==> config.mk <==
export PLATFORM = sky130hd
export DESIGN_NAME = elevator_ctrl_scan_flat
export DESIGN_NICKNAME = d
export VERILOG_FILES = /design/src/rtl/elevator_pkg.sv /design/src/rtl/elevator_ctrl_scan_if.sv /design/src/rtl/elevator_req_latch.sv /design/src/rtl/elevator_ctrl_scan.sv /design/src/flat_wrapper.sv
export SDC_FILE = /design/constraint.sdc
export NUM_CORES = 1
export LEC_CHECK = 0
export ABC_AREA = 1
export BUFFER_PORTS_ARGS = -buffer_cell sky130_fd_sc_hd__buf_2
export CAP_MARGIN = 0
export CORE_MARGIN = 2
export CORE_UTILIZATION = 57
export DETAILED_ROUTE_END_ITERATION = 10
export PLACE_DENSITY = 0.8
export REMOVE_ABC_BUFFERS = 1
export SLEW_MARGIN = 20
export SYNTH_ARGS = -nofsm -noshare
export SYNTH_HDL_FRONTEND = slang
export SYNTH_SLANG_ARGS = --single-unit
==> constraint.sdc <==
create_clock -name clk -period 3.4 [get_ports clk]
set_clock_uncertainty 0.15 [all_clocks]
set_input_delay 0.51 -clock clk [delete_from_list [all_inputs] [get_ports clk]]
set_output_delay 0.51 -clock clk [all_outputs]
set_load 0.01 [all_outputs]
==> src/rtl/elevator_pkg.sv <==
// Shared definitions for the SCAN elevator controller: engine encoding, FSM states, width helper.
package elevator_pkg;

  localparam logic [1:0] ENG_STOP = 2'b00;
  localparam logic [1:0] ENG_UP   = 2'b01;
  localparam logic [1:0] ENG_DOWN = 2'b10;

  typedef enum logic [1:0] {
    ST_IDLE      = 2'd0,
    ST_MOVE      = 2'd1,
    ST_DOOR_OPEN = 2'd2
  } elev_state_t;

  // Bits needed to index n items (floors or counter values), never below 1.
  function automatic int idx_w(input int n);
    return (n > 1) ? $clog2(n) : 1;
  endfunction

endpackage

==> src/rtl/elevator_ctrl_scan_if.sv <==
// Button front-end and motor/door/display signals between IO and the elevator controller.
interface elevator_ctrl_scan_if #(
  parameter int FLOORS = 6
);

  logic              open_btn;
  logic              close_btn;
  logic [FLOORS-1:0] btn_num_in;
  logic [FLOORS-1:0] btn_up_out;
  logic [FLOORS-1:0] btn_down_out;
  logic [1:0]        engine;
  logic              door;
  logic [FLOORS-1:0] level_display;
  logic [FLOORS-1:0] pending;
  logic              dir_up;

  modport master (
    output open_btn, close_btn, btn_num_in, btn_up_out, btn_down_out,
    input  engine, door, level_display, pending, dir_up
  );

  modport slave (
    input  open_btn, close_btn, btn_num_in, btn_up_out, btn_down_out,
    output engine, door, level_display, pending, dir_up
  );

endinterface

==> src/rtl/elevator_req_latch.sv <==
// Set/clear latch bank for one request class; bits outside VALID can never be set.
module elevator_req_latch
  import elevator_pkg::*;
#(
  parameter int                FLOORS = 6,
  parameter logic [FLOORS-1:0] VALID  = {FLOORS{1'b1}}
) (
  input  logic              clk,
  input  logic              rst_n,
  input  logic [FLOORS-1:0] set_mask,
  input  logic [FLOORS-1:0] clr_mask,
  output logic [FLOORS-1:0] q
);

  always_ff @(posedge clk or negedge rst_n) begin
    if (!rst_n) begin
      q <= '0;
    end else begin
      q <= ((q & ~clr_mask) | set_mask) & VALID;
    end
  end

endmodule

==> src/rtl/elevator_ctrl_scan.sv <==
// SCAN-ordered single-cabin elevator controller: request latching, travel timing, door dwell.
//   state        | meaning
//   ST_IDLE      | door closed, cabin parked, choosing the next action
//   ST_MOVE      | engine driven one floor at a time in dir_up
//   ST_DOOR_OPEN | door open, dwell timer counting down
module elevator_ctrl_scan
  import elevator_pkg::*;
#(
  parameter int FLOORS        = 6,
  parameter int TRAVEL_CYCLES = 4,
  parameter int DOOR_CYCLES   = 8
) (
  input logic                 clk,
  input logic                 reset,
  elevator_ctrl_scan_if.slave bus
);

  localparam int                TW       = idx_w(TRAVEL_CYCLES);
  localparam int                DW       = idx_w(DOOR_CYCLES);
  localparam logic [FLOORS-1:0] ONE      = FLOORS'(1);
  localparam logic [FLOORS-1:0] UP_VALID = ~(ONE << (FLOORS - 1));
  localparam logic [FLOORS-1:0] DN_VALID = ~ONE;
  localparam logic [TW-1:0]     T_LAST   = TW'(TRAVEL_CYCLES - 1);
  localparam logic [DW-1:0]     D_LOAD   = DW'(DOOR_CYCLES - 1);

  // Floors strictly above / below a one-hot position.
  function automatic logic [FLOORS-1:0] above(input logic [FLOORS-1:0] l);
    return ~((l << 1) - ONE);
  endfunction

  function automatic logic [FLOORS-1:0] below(input logic [FLOORS-1:0] l);
    return l - ONE;
  endfunction

  elev_state_t       state, state_nxt;
  logic [FLOORS-1:0] level, step_level;
  logic              dir_q, door_entry;
  logic [TW-1:0]     tcnt;
  logic [DW-1:0]     dcnt;
  logic [FLOORS-1:0] cab_q, up_q, dn_q, req, hall_dir, hall_opp;
  logic [FLOORS-1:0] block_set, cab_clr, up_clr, dn_clr, pending_q;
  logic              ahead_cur, behind_cur, ahead_step, here, stop_step;
  logic              t_last, floor_press, open_req;

  assign req        = cab_q | up_q | dn_q;
  assign hall_dir   = dir_q ? up_q : dn_q;
  assign hall_opp   = dir_q ? dn_q : up_q;
  assign step_level = dir_q ? (level << 1) : (level >> 1);
  assign ahead_cur  = |(req & (dir_q ? above(level) : below(level)));
  assign behind_cur = |(req & (dir_q ? below(level) : above(level)));
  assign ahead_step = |(req & (dir_q ? above(step_level) : below(step_level)));

  // An opposite-direction hall call here only counts once nothing is left ahead,
  // otherwise the door would reopen forever without serving it.
  assign here      = |(level & (cab_q | hall_dir | (hall_opp & {FLOORS{~ahead_cur}})));
  assign stop_step = |(step_level & (cab_q | hall_dir)) | ~ahead_step;
  assign t_last    = (tcnt == T_LAST);

  assign floor_press = (state == ST_DOOR_OPEN) &&
                       |(level & (bus.btn_num_in | (bus.btn_up_out & UP_VALID) |
                                  (bus.btn_down_out & DN_VALID)));
  assign open_req    = bus.open_btn | floor_press;
  assign block_set   = (state == ST_DOOR_OPEN) ? level : '0;

  always_comb begin
    cab_clr = '0;
    up_clr  = '0;
    dn_clr  = '0;
    if (state == ST_DOOR_OPEN && door_entry) begin
      cab_clr = level;
      if (dir_q || !ahead_cur) up_clr = level;
      if (!dir_q || !ahead_cur) dn_clr = level;
    end
  end

  elevator_req_latch #(.FLOORS(FLOORS), .VALID({FLOORS{1'b1}})) u_cab (
    .clk      (clk),
    .rst_n    (reset),
    .set_mask (bus.btn_num_in & ~block_set),
    .clr_mask (cab_clr),
    .q        (cab_q)
  );

  elevator_req_latch #(.FLOORS(FLOORS), .VALID(UP_VALID)) u_up (
    .clk      (clk),
    .rst_n    (reset),
    .set_mask (bus.btn_up_out & ~block_set),
    .clr_mask (up_clr),
    .q        (up_q)
  );

  elevator_req_latch #(.FLOORS(FLOORS), .VALID(DN_VALID)) u_dn (
    .clk      (clk),
    .rst_n    (reset),
    .set_mask (bus.btn_down_out & ~block_set),
    .clr_mask (dn_clr),
    .q        (dn_q)
  );

  always_ff @(posedge clk or negedge reset) begin
    if (!reset) begin
      state <= ST_IDLE;
    end else begin
      state <= state_nxt;
    end
  end

  always_comb begin
    state_nxt = state;
    case (state)
      ST_IDLE: begin
        if (here || bus.open_btn) state_nxt = ST_DOOR_OPEN;
        else if (ahead_cur || behind_cur) state_nxt = ST_MOVE;
      end
      ST_MOVE: begin
        if (t_last && stop_step) state_nxt = ST_DOOR_OPEN;
      end
      ST_DOOR_OPEN: begin
        if (!open_req && dcnt == '0) state_nxt = ST_IDLE;
      end
      default: state_nxt = ST_IDLE;
    endcase
  end

  always_comb begin
    bus.engine = ENG_STOP;
    bus.door   = 1'b0;
    case (state)
      ST_MOVE:      bus.engine = dir_q ? ENG_UP : ENG_DOWN;
      ST_DOOR_OPEN: bus.door   = 1'b1;
      default:      ;
    endcase
  end

  always_ff @(posedge clk or negedge reset) begin
    if (!reset) begin
      level      <= ONE;
      dir_q      <= 1'b1;
      tcnt       <= '0;
      dcnt       <= '0;
      door_entry <= 1'b0;
    end else begin
      door_entry <= (state != ST_DOOR_OPEN) && (state_nxt == ST_DOOR_OPEN);
      if (state != ST_DOOR_OPEN && state_nxt == ST_DOOR_OPEN) dcnt <= D_LOAD;
      case (state)
        ST_IDLE: begin
          tcnt <= '0;
          if (state_nxt == ST_MOVE && !ahead_cur) dir_q <= ~dir_q;
        end
        ST_MOVE: begin
          if (t_last) begin
            level <= step_level;
            tcnt  <= '0;
          end else begin
            tcnt <= tcnt + 1'b1;
          end
        end
        ST_DOOR_OPEN: begin
          if (door_entry && !ahead_cur) dir_q <= ~dir_q;
          // open wins over close; close parks the timer at zero so the next edge expires
          if (open_req) dcnt <= D_LOAD;
          else if (bus.close_btn) dcnt <= '0;
          else if (dcnt != '0) dcnt <= dcnt - 1'b1;
        end
        default: ;
      endcase
    end
  end

  always_ff @(posedge clk or negedge reset) begin
    if (!reset) begin
      pending_q <= '0;
    end else begin
      pending_q <= req;
    end
  end

  assign bus.level_display = level;
  assign bus.pending       = pending_q;
  assign bus.dir_up        = dir_q;

endmodule

==> src/flat_wrapper.sv <==
// flat-port wrapper written by rule: the top's interface ports become plain ports
module elevator_ctrl_scan_flat import elevator_pkg::*;
#(
  parameter int FLOORS        = 6,
  parameter int TRAVEL_CYCLES = 4,
  parameter int DOOR_CYCLES   = 8
)
  (clk, reset, bus_open_btn, bus_close_btn, bus_btn_num_in, bus_btn_up_out, bus_btn_down_out, bus_engine, bus_door, bus_level_display, bus_pending, bus_dir_up);
  elevator_ctrl_scan_if #(.FLOORS(FLOORS)) bus_i ();
  input logic clk;
  input logic reset;
  input wire logic [$bits(bus_i.open_btn)-1:0] bus_open_btn;
  input wire logic [$bits(bus_i.close_btn)-1:0] bus_close_btn;
  input wire logic [$bits(bus_i.btn_num_in)-1:0] bus_btn_num_in;
  input wire logic [$bits(bus_i.btn_up_out)-1:0] bus_btn_up_out;
  input wire logic [$bits(bus_i.btn_down_out)-1:0] bus_btn_down_out;
  output wire logic [$bits(bus_i.engine)-1:0] bus_engine;
  output wire logic [$bits(bus_i.door)-1:0] bus_door;
  output wire logic [$bits(bus_i.level_display)-1:0] bus_level_display;
  output wire logic [$bits(bus_i.pending)-1:0] bus_pending;
  output wire logic [$bits(bus_i.dir_up)-1:0] bus_dir_up;
  assign bus_i.open_btn = bus_open_btn;
  assign bus_i.close_btn = bus_close_btn;
  assign bus_i.btn_num_in = bus_btn_num_in;
  assign bus_i.btn_up_out = bus_btn_up_out;
  assign bus_i.btn_down_out = bus_btn_down_out;
  assign bus_engine = bus_i.engine;
  assign bus_door = bus_i.door;
  assign bus_level_display = bus_i.level_display;
  assign bus_pending = bus_i.pending;
  assign bus_dir_up = bus_i.dir_up;
  elevator_ctrl_scan #(.FLOORS(FLOORS), .TRAVEL_CYCLES(TRAVEL_CYCLES), .DOOR_CYCLES(DOOR_CYCLES)) u_core (.clk(clk), .reset(reset), .bus(bus_i));
endmodule
==> impl_metrics.env, run 1 <==
export IMPL_cts_htree_levels=2
export IMPL_cts_reportedPaths_clkPinSlew_ns=0.08
export IMPL_r2r_worst_path_cells=20
export IMPL_power_density_nw_per_um2=452
export IMPL_cpPeakStageDelay_ns=0.66
export IMPL_dieArea_um2=4990
export IMPL_wl_mm=6.01
export IMPL_cts_resized=0
export IMPL_layout_worst_path_cycle_share_pct=81.2
export IMPL_cp_common_cell="nand2_1"
export IMPL_grt_pass1_vias=2257
export IMPL_drv_cap=0
export IMPL_fmax_ghz=0.362
export IMPL_tightest_slew_ns=0.821
export IMPL_cts_buffers=5
export IMPL_ys_seq_area_share_pct=36.6
export IMPL_rsz0062_at_grt="no"
export IMPL_ys_warn_count=0
export IMPL_final_area_um2=2780
export IMPL_synthDistinctLibCells=33
export IMPL_n_antenna_cell=0
export IMPL_cts_hold_buffers=0
export IMPL_grt_pass1_wl_mm=10.1
export IMPL_remaining_drc_errors=0
export IMPL_fp_dieW_um=70.7
export IMPL_worstPathRequired_ns=3.48
export IMPL_rr_startpoint="u_core.bus.dir_up"
export IMPL_grt_use_total_pct=25.5
export IMPL_synth_area_um2=2530
export IMPL_postLayoutSetupSlackWorst_ns=0.639
export IMPL_die_h_um=70.7
export IMPL_setup_violations_final=0
export IMPL_clock_path_buffers=2
export IMPL_finalHoldViolations=0
export IMPL_postCtsSetupBuffers=0
export IMPL_p_leak_nw=1.42
export IMPL_holdWs_ns=0.149
export IMPL_wire_per_inst_um=13.4
export IMPL_postRouteAntennaNets=0
export IMPL_critical_path_top_delay_family="simple AND/OR/NAND/NOR gates"
export IMPL_min_period_ns=2.76
export IMPL_worstPathArrival_ns=2.84
export IMPL_firstDrtPassIters=4
export IMPL_syn_inst=363
export IMPL_io_pins=38
export IMPL_critPathLaunchType="flip-flop"
export IMPL_routabilityCongestion=0.935
export IMPL_clockRootBuffer="clkbuf_8"
export IMPL_slew_headroom_pct=45.2
export IMPL_r2r_setup_slack_ns=0.64
export IMPL_clk_latency_ns=0.30
export IMPL_area_delta_synth_final_pct=9.83
export IMPL_irDropWorstVdd_mv=0.311
export IMPL_avgSynthCellArea_um2=6.98
export IMPL_cts_tree="done"
export IMPL_drive_above_1_share_pct=17.1
export IMPL_status="finished clean"
export IMPL_placed_area_um2=2700
export IMPL_port_buffers=35
export IMPL_fin_util_pct=64.4
export IMPL_setup_tns_final_ns=0
export IMPL_nFillCells=401
export IMPL_hold_path_class="in2async"
export IMPL_initial_core_util_pct=58.6
export IMPL_ys_ff_latch=37
export IMPL_path_buf_inv=3
export IMPL_drv_slew=0
export IMPL_drt_iter0_drc=162
export IMPL_antenna_found_initial=0
export IMPL_crit_chain="nand2_1 -> o21ai_2 -> inv_1 -> ha_1 -> inv_1 -> a21oi_1 -> nand2_1 -> a21oi_1 -> nand2_1 -> nand2_1 -> nand2_1 -> nand2_1 -> nand4_1 -> nand2_1 -> inv_1 -> nand2_2 -> nand2_4 -> nand3_2 -> nand2_1 -> a21oi_2"
export IMPL_worstSetupPathType="reg2reg"
export IMPL_core_rowCount=24
export IMPL_grt_overflow=0
export IMPL_reg2reg_to="u_core.dcnt[0]"
export IMPL_vias=2474
export IMPL_post_dp_hpwl_mm=4.49
export IMPL_nNetsFinal=423
export IMPL_end_kind="flip-flop"
export IMPL_cp_slowest_cell="dfstp_2"
export IMPL_pre_cts_slack_ns=0.652
export IMPL_core_um2=4320
export IMPL_viasPerCell=5.51
export IMPL_grt_max_degree=38
export IMPL_clkSinkCount=37
export IMPL_critPathMaxFanout=10
==> per-stage QoR <==
step | instances | power, mW
floorplan | 353 | 0.837
global placement | 441 | 0.938
detailed placement | 441 | 0.954
CTS | 449 | 1.26
global route | 449 | 1.33
finish | 449 | 1.26
==> cells in the final DEF, fill, tap and decap left out, types with 6 or more instances in the layout <==
cell     count
nand2_1     86
nor2_1      31
inv_1       54
dfrtp_1     35
a31oi_1      6
a21oi_1     11
nand3_1     30
buf_2       35
o21ai_0     42
==> worst max-delay path by stage <==
| stage | depth (start not counted) | startpoint | to |
|---|---|---|---|
| after floorplan | 20 | u_core.bus.dir_up | u_core.dcnt[0] |
| after global placement | 20 | u_core.bus.dir_up | u_core.dcnt[0] |
| after detailed placement | 20 | u_core.bus.dir_up | u_core.dcnt[0] |
| after CTS | 20 | u_core.bus.dir_up | u_core.dcnt[0] |
| after global routing | 21 | u_core.bus.level_display[0] | u_core.dcnt[0] |
| final | 20 | u_core.bus.dir_up | u_core.dcnt[0] |
==> registers in the layout, summed over array words and instances (netlist names) <==
name	flops
u_core.door_entry	1
u_core.u_up.q	5
u_core.dcnt	3
u_core.state	2
u_core.tcnt	2
u_core.u_cab.q	6
u_core.bus.pending	6
u_core.bus.level_display	6
u_core.bus.dir_up	1
u_core.u_dn.q	5
==> Yosys cell counts (all sizes together) <==
master | number | area share [%]
a21oi | 12 | 2.5
a22o | 1 | 0.35
a22oi | 1 | 0.30
a31oi | 6 | 1.5
and2 | 1 | 0.25
buf | 8 | 2.8
clkbuf | 2 | 0.30
dfrtp | 35 | 35
dfstp | 2 | 2.1
ha | 5 | 2.5
inv | 59 | 8.7
nand2 | 94 | 16
nand3 | 33 | 7.1
nand3b | 1 | 0.30
nand4 | 5 | 1.2
nor2 | 35 | 5.8
nor3 | 3 | 0.59
o211ai | 2 | 0.59
o21a | 2 | 0.59
o21ai | 47 | 9.9
o22ai | 5 | 1.2
o31ai | 4 | 1.2
==> per-layer routing <==
layer	GRT usage [%]	share of wire, %	routed length [um]	vias up
met5	0	0	0	-
met2	41.0	45	2730	79
met4	9.85	1.6	98	0
li1	-	-	-	1250
met3	4.99	6.3	379	11
met1	34.5	47	2800	1134
==> logic make-up (layout without fill, tap and decap cells) <==
logic type	after synthesis	in the layout	share of synthesized area, %
simple gates	172	172	30.9
compound gates	80	80	18.1
buf+inv	69	103	11.9
flops	37	37	36.6
fa+ha+maj	5	5	2.47
==> report_power, final <==
part           switching (mW)  total, mW  internal [mW]
Clock                   0.162      0.308          0.146
Combinational           0.287      0.430          0.143
Sequential             0.0373      0.519          0.481
==> area by class of cell <==
cell class                      count  area (um^2)  share of cell area [%]
Timing Repair Buffer               36          183                    6.56
Multi-Input combinational cell    257         1310                    46.9
Tap cell                           52         65.1                    2.34
Inverter                           59          221                    7.96
Clock buffer                        8         80.1                    2.88
Sequential cell                    37          928                    33.4
No activity file was read; power rests on OpenSTA's default activity.
==> run 2: changes to the inputs <==
Settings changed: CORE_UTILIZATION 57 to 52, PLACE_DENSITY 0.8 to 0.77.
Clock period 3.4 ns to 2.5 ns, I/O delays scaled along.
==> run 2 against run 1 <==
  * The run now ends with setup timing left
  * Worst setup slack lost 0.69 ns
  * Critical path depth shrank 1
  * Register-to-register slack lost 0.69 ns
  * Largest power group is now combinational logic
  * Highest routed layer unchanged
==> impl_metrics.env, run 2 (synthesis results as in run 1) <==
export IMPL_layout_common_cells="nand2_1, inv_1, o21ai_0"
export IMPL_viasPerCell=5.48
export IMPL_p_switching_mw=0.720
export IMPL_area_delta_synth_final_pct=26.7
export IMPL_p_comb_share_pct=39.3
export IMPL_grtUsageMet3_pct=4.39
export IMPL_worstPathRequired_ns=2.58
export IMPL_grt_max_degree=38
export IMPL_total_power_mw=1.88
export IMPL_hold_path_class="in2async"
export IMPL_initial_core_util_pct=53.6
export IMPL_rr_startpoint="u_core.bus.level_display[0]"
export IMPL_vias=2707
export IMPL_cts_tree="done"
export IMPL_p_int_mw=1.16
export IMPL_r2r_setup_slack_ns=-0.06
export IMPL_setup_violations_final=1
export IMPL_violations="setup timing"
export IMPL_firstDrtPassIters=5
export IMPL_remaining_drc_errors=0
export IMPL_die_h_um=73.8
export IMPL_antenna_found_initial=0
export IMPL_fp_dieW_um=73.8
export IMPL_grt_pass1_vias=2539
export IMPL_wl_mm=6.94
export IMPL_p_seq_share_pct=37.2
export IMPL_n_antenna_cell=0
export IMPL_p_leak_nw=1.60
export IMPL_postLayoutSetupSlackWorst_ns=-0.0554
export IMPL_end_kind="flip-flop"
export IMPL_wire_per_inst_um=14.1
export IMPL_r2r_worst_path_cells=19
export IMPL_drv_cap=0
export IMPL_postRouteAntennaNets=0
export IMPL_grt_use_total_pct=26.7
export IMPL_layout_worst_path_cycle_share_pct=102
export IMPL_fmax_ghz=0.391
export IMPL_cts_htree_levels=2
export IMPL_core_rowCount=25
export IMPL_core_um2=4720
export IMPL_dieArea_um2=5450
export IMPL_clock_power_share_pct=23.5
export IMPL_grt_overflow=0
export IMPL_met2_usage_pct=43.8
export IMPL_io_pins=38
export IMPL_critPathMaxFanout=5
export IMPL_drt_iter0_drc=255
export IMPL_power_density_nw_per_um2=585
export IMPL_cts_reportedPaths_clkPinSlew_ns=0.07
export IMPL_cts_buffers=5
export IMPL_drv_slew=0
export IMPL_irDropWorstVdd_mv=0.346
export IMPL_tightest_slew_ns=0.837
export IMPL_finalHoldViolations=0
export IMPL_status="finished with violations"
export IMPL_stdcell_count=494
export IMPL_seq_area_um2=928
export IMPL_grt_busiest_layer="met2"
export IMPL_clock_path_buffers=2
export IMPL_nFillCells=393
export IMPL_nNetsFinal=453
export IMPL_clkSinkCount=37
export IMPL_met1_usage_pct=35.5
export IMPL_dp_cells=478
export IMPL_multiInputGateArea_um2=1450
export IMPL_swShare_pct=38.3
export IMPL_clk_latency_ns=0.29
export IMPL_final_common_cell="nand2_1"
export IMPL_clockRootBuffer="clkbuf_8"
export IMPL_worstSetupPathType="reg2reg"
export IMPL_min_period_ns=2.56
export IMPL_drive_above_1_share_pct=30.4
export IMPL_post_dp_hpwl_mm=5.02
export IMPL_critPathLaunchType="flip-flop"
export IMPL_grt_pass1_wl_mm=11.2
export IMPL_worstPathArrival_ns=2.63
export IMPL_slew_headroom_pct=44.2
export IMPL_routabilityCongestion=0.904
export IMPL_rsz0062_at_grt="yes"
export IMPL_reg2reg_to="u_core.dcnt[0]"
export IMPL_port_buffers=35
[run 2: how the worst max path moves through the flow]
stage,from,cells past startpoint,end
4_1_cts,u_core.bus.level_display[0],20,u_core.dcnt[0]
3_3_place_gp,u_core.bus.level_display[0],21,u_core.dcnt[0]
3_5_place_dp,u_core.bus.dir_up,20,u_core.dcnt[0]
6_report,u_core.bus.level_display[0],19,u_core.dcnt[0]
5_1_grt,u_core.bus.level_display[0],18,u_core.dcnt[0]
2_1_floorplan,u_core.bus.dir_up,20,u_core.dcnt[0]
[run 2: layout make-up]
| cell class | count | share of cell area [%] |
|---|---|---|
| multi-input combinational | 257 | 45.1 |
| sequential | 37 | 28.9 |
| timing repair buffer | 66 | 13.6 |
| inverter | 59 | 6.98 |
| clock buffer | 8 | 2.81 |
| tap | 67 | 2.61 |
[run 2: metrics by stage]
stage	setup slack, ns	setup TNS (ns)	utilization [%]	hold WS (ns)	instance area, um^2
3_3_place_gp	-0.00501	-0.00501	61.4	0.330	2900
5_1_grt	-0.218	-0.596	68.0	0.112	3210
2_1_floorplan	-0.184	-0.461	-	-0.0706	2450
6_report	-0.0554	-0.0554	68.0	0.0299	3210
4_1_cts	-0.0159	-0.0159	65.6	0.0702	3100
3_5_place_dp	-0.0767	-0.0892	61.4	0.335	2900
[run 2: power by group through the flow]
stage          Combinational [mW]  Clock [mW]  Sequential (mW)
3_3_place_gp                0.613           0            0.704
3_5_place_dp                0.638           0            0.706
6_report                    0.738       0.442            0.698
2_1_floorplan               0.433           0            0.705
5_1_grt                     0.826       0.470            0.705
4_1_cts                     0.677       0.446            0.695
[run 2: layer usage]
layer,up-vias,wire [um]
met5,-,0
met4,0,227
met3,22,417
met2,129,3240
met1,1246,3060
li1,1310,-
[run 2: worst max-delay path: stages, from the launching register on]
cell and delay [ns]:
dfstp_2 0.57, inv_2 0.06, ha_4 0.17, inv_2 0.05
nand2_2 0.05, nand3_2 0.07, nand2_1 0.08, a21oi_2 0.15
nand2_2 0.07, nor2_4 0.15, nand3_1 0.14, a21oi_2 0.17
nor2_2 0.06, nand2_1 0.06, nand2_1 0.06, nand2_2 0.09
nand2_4 0.07, nand3_2 0.08, nand2_2 0.05, a21oi_2 0.12
[run 2: timing repair]
action                                  4_1_cts  5_1_grt
endpoints found under the setup margin        3       12
buffers inserted                              6        2
gates resized for setup                      13       33
hold buffers                                  0        0
pin swaps                                     5       32
cloned                                        0        0
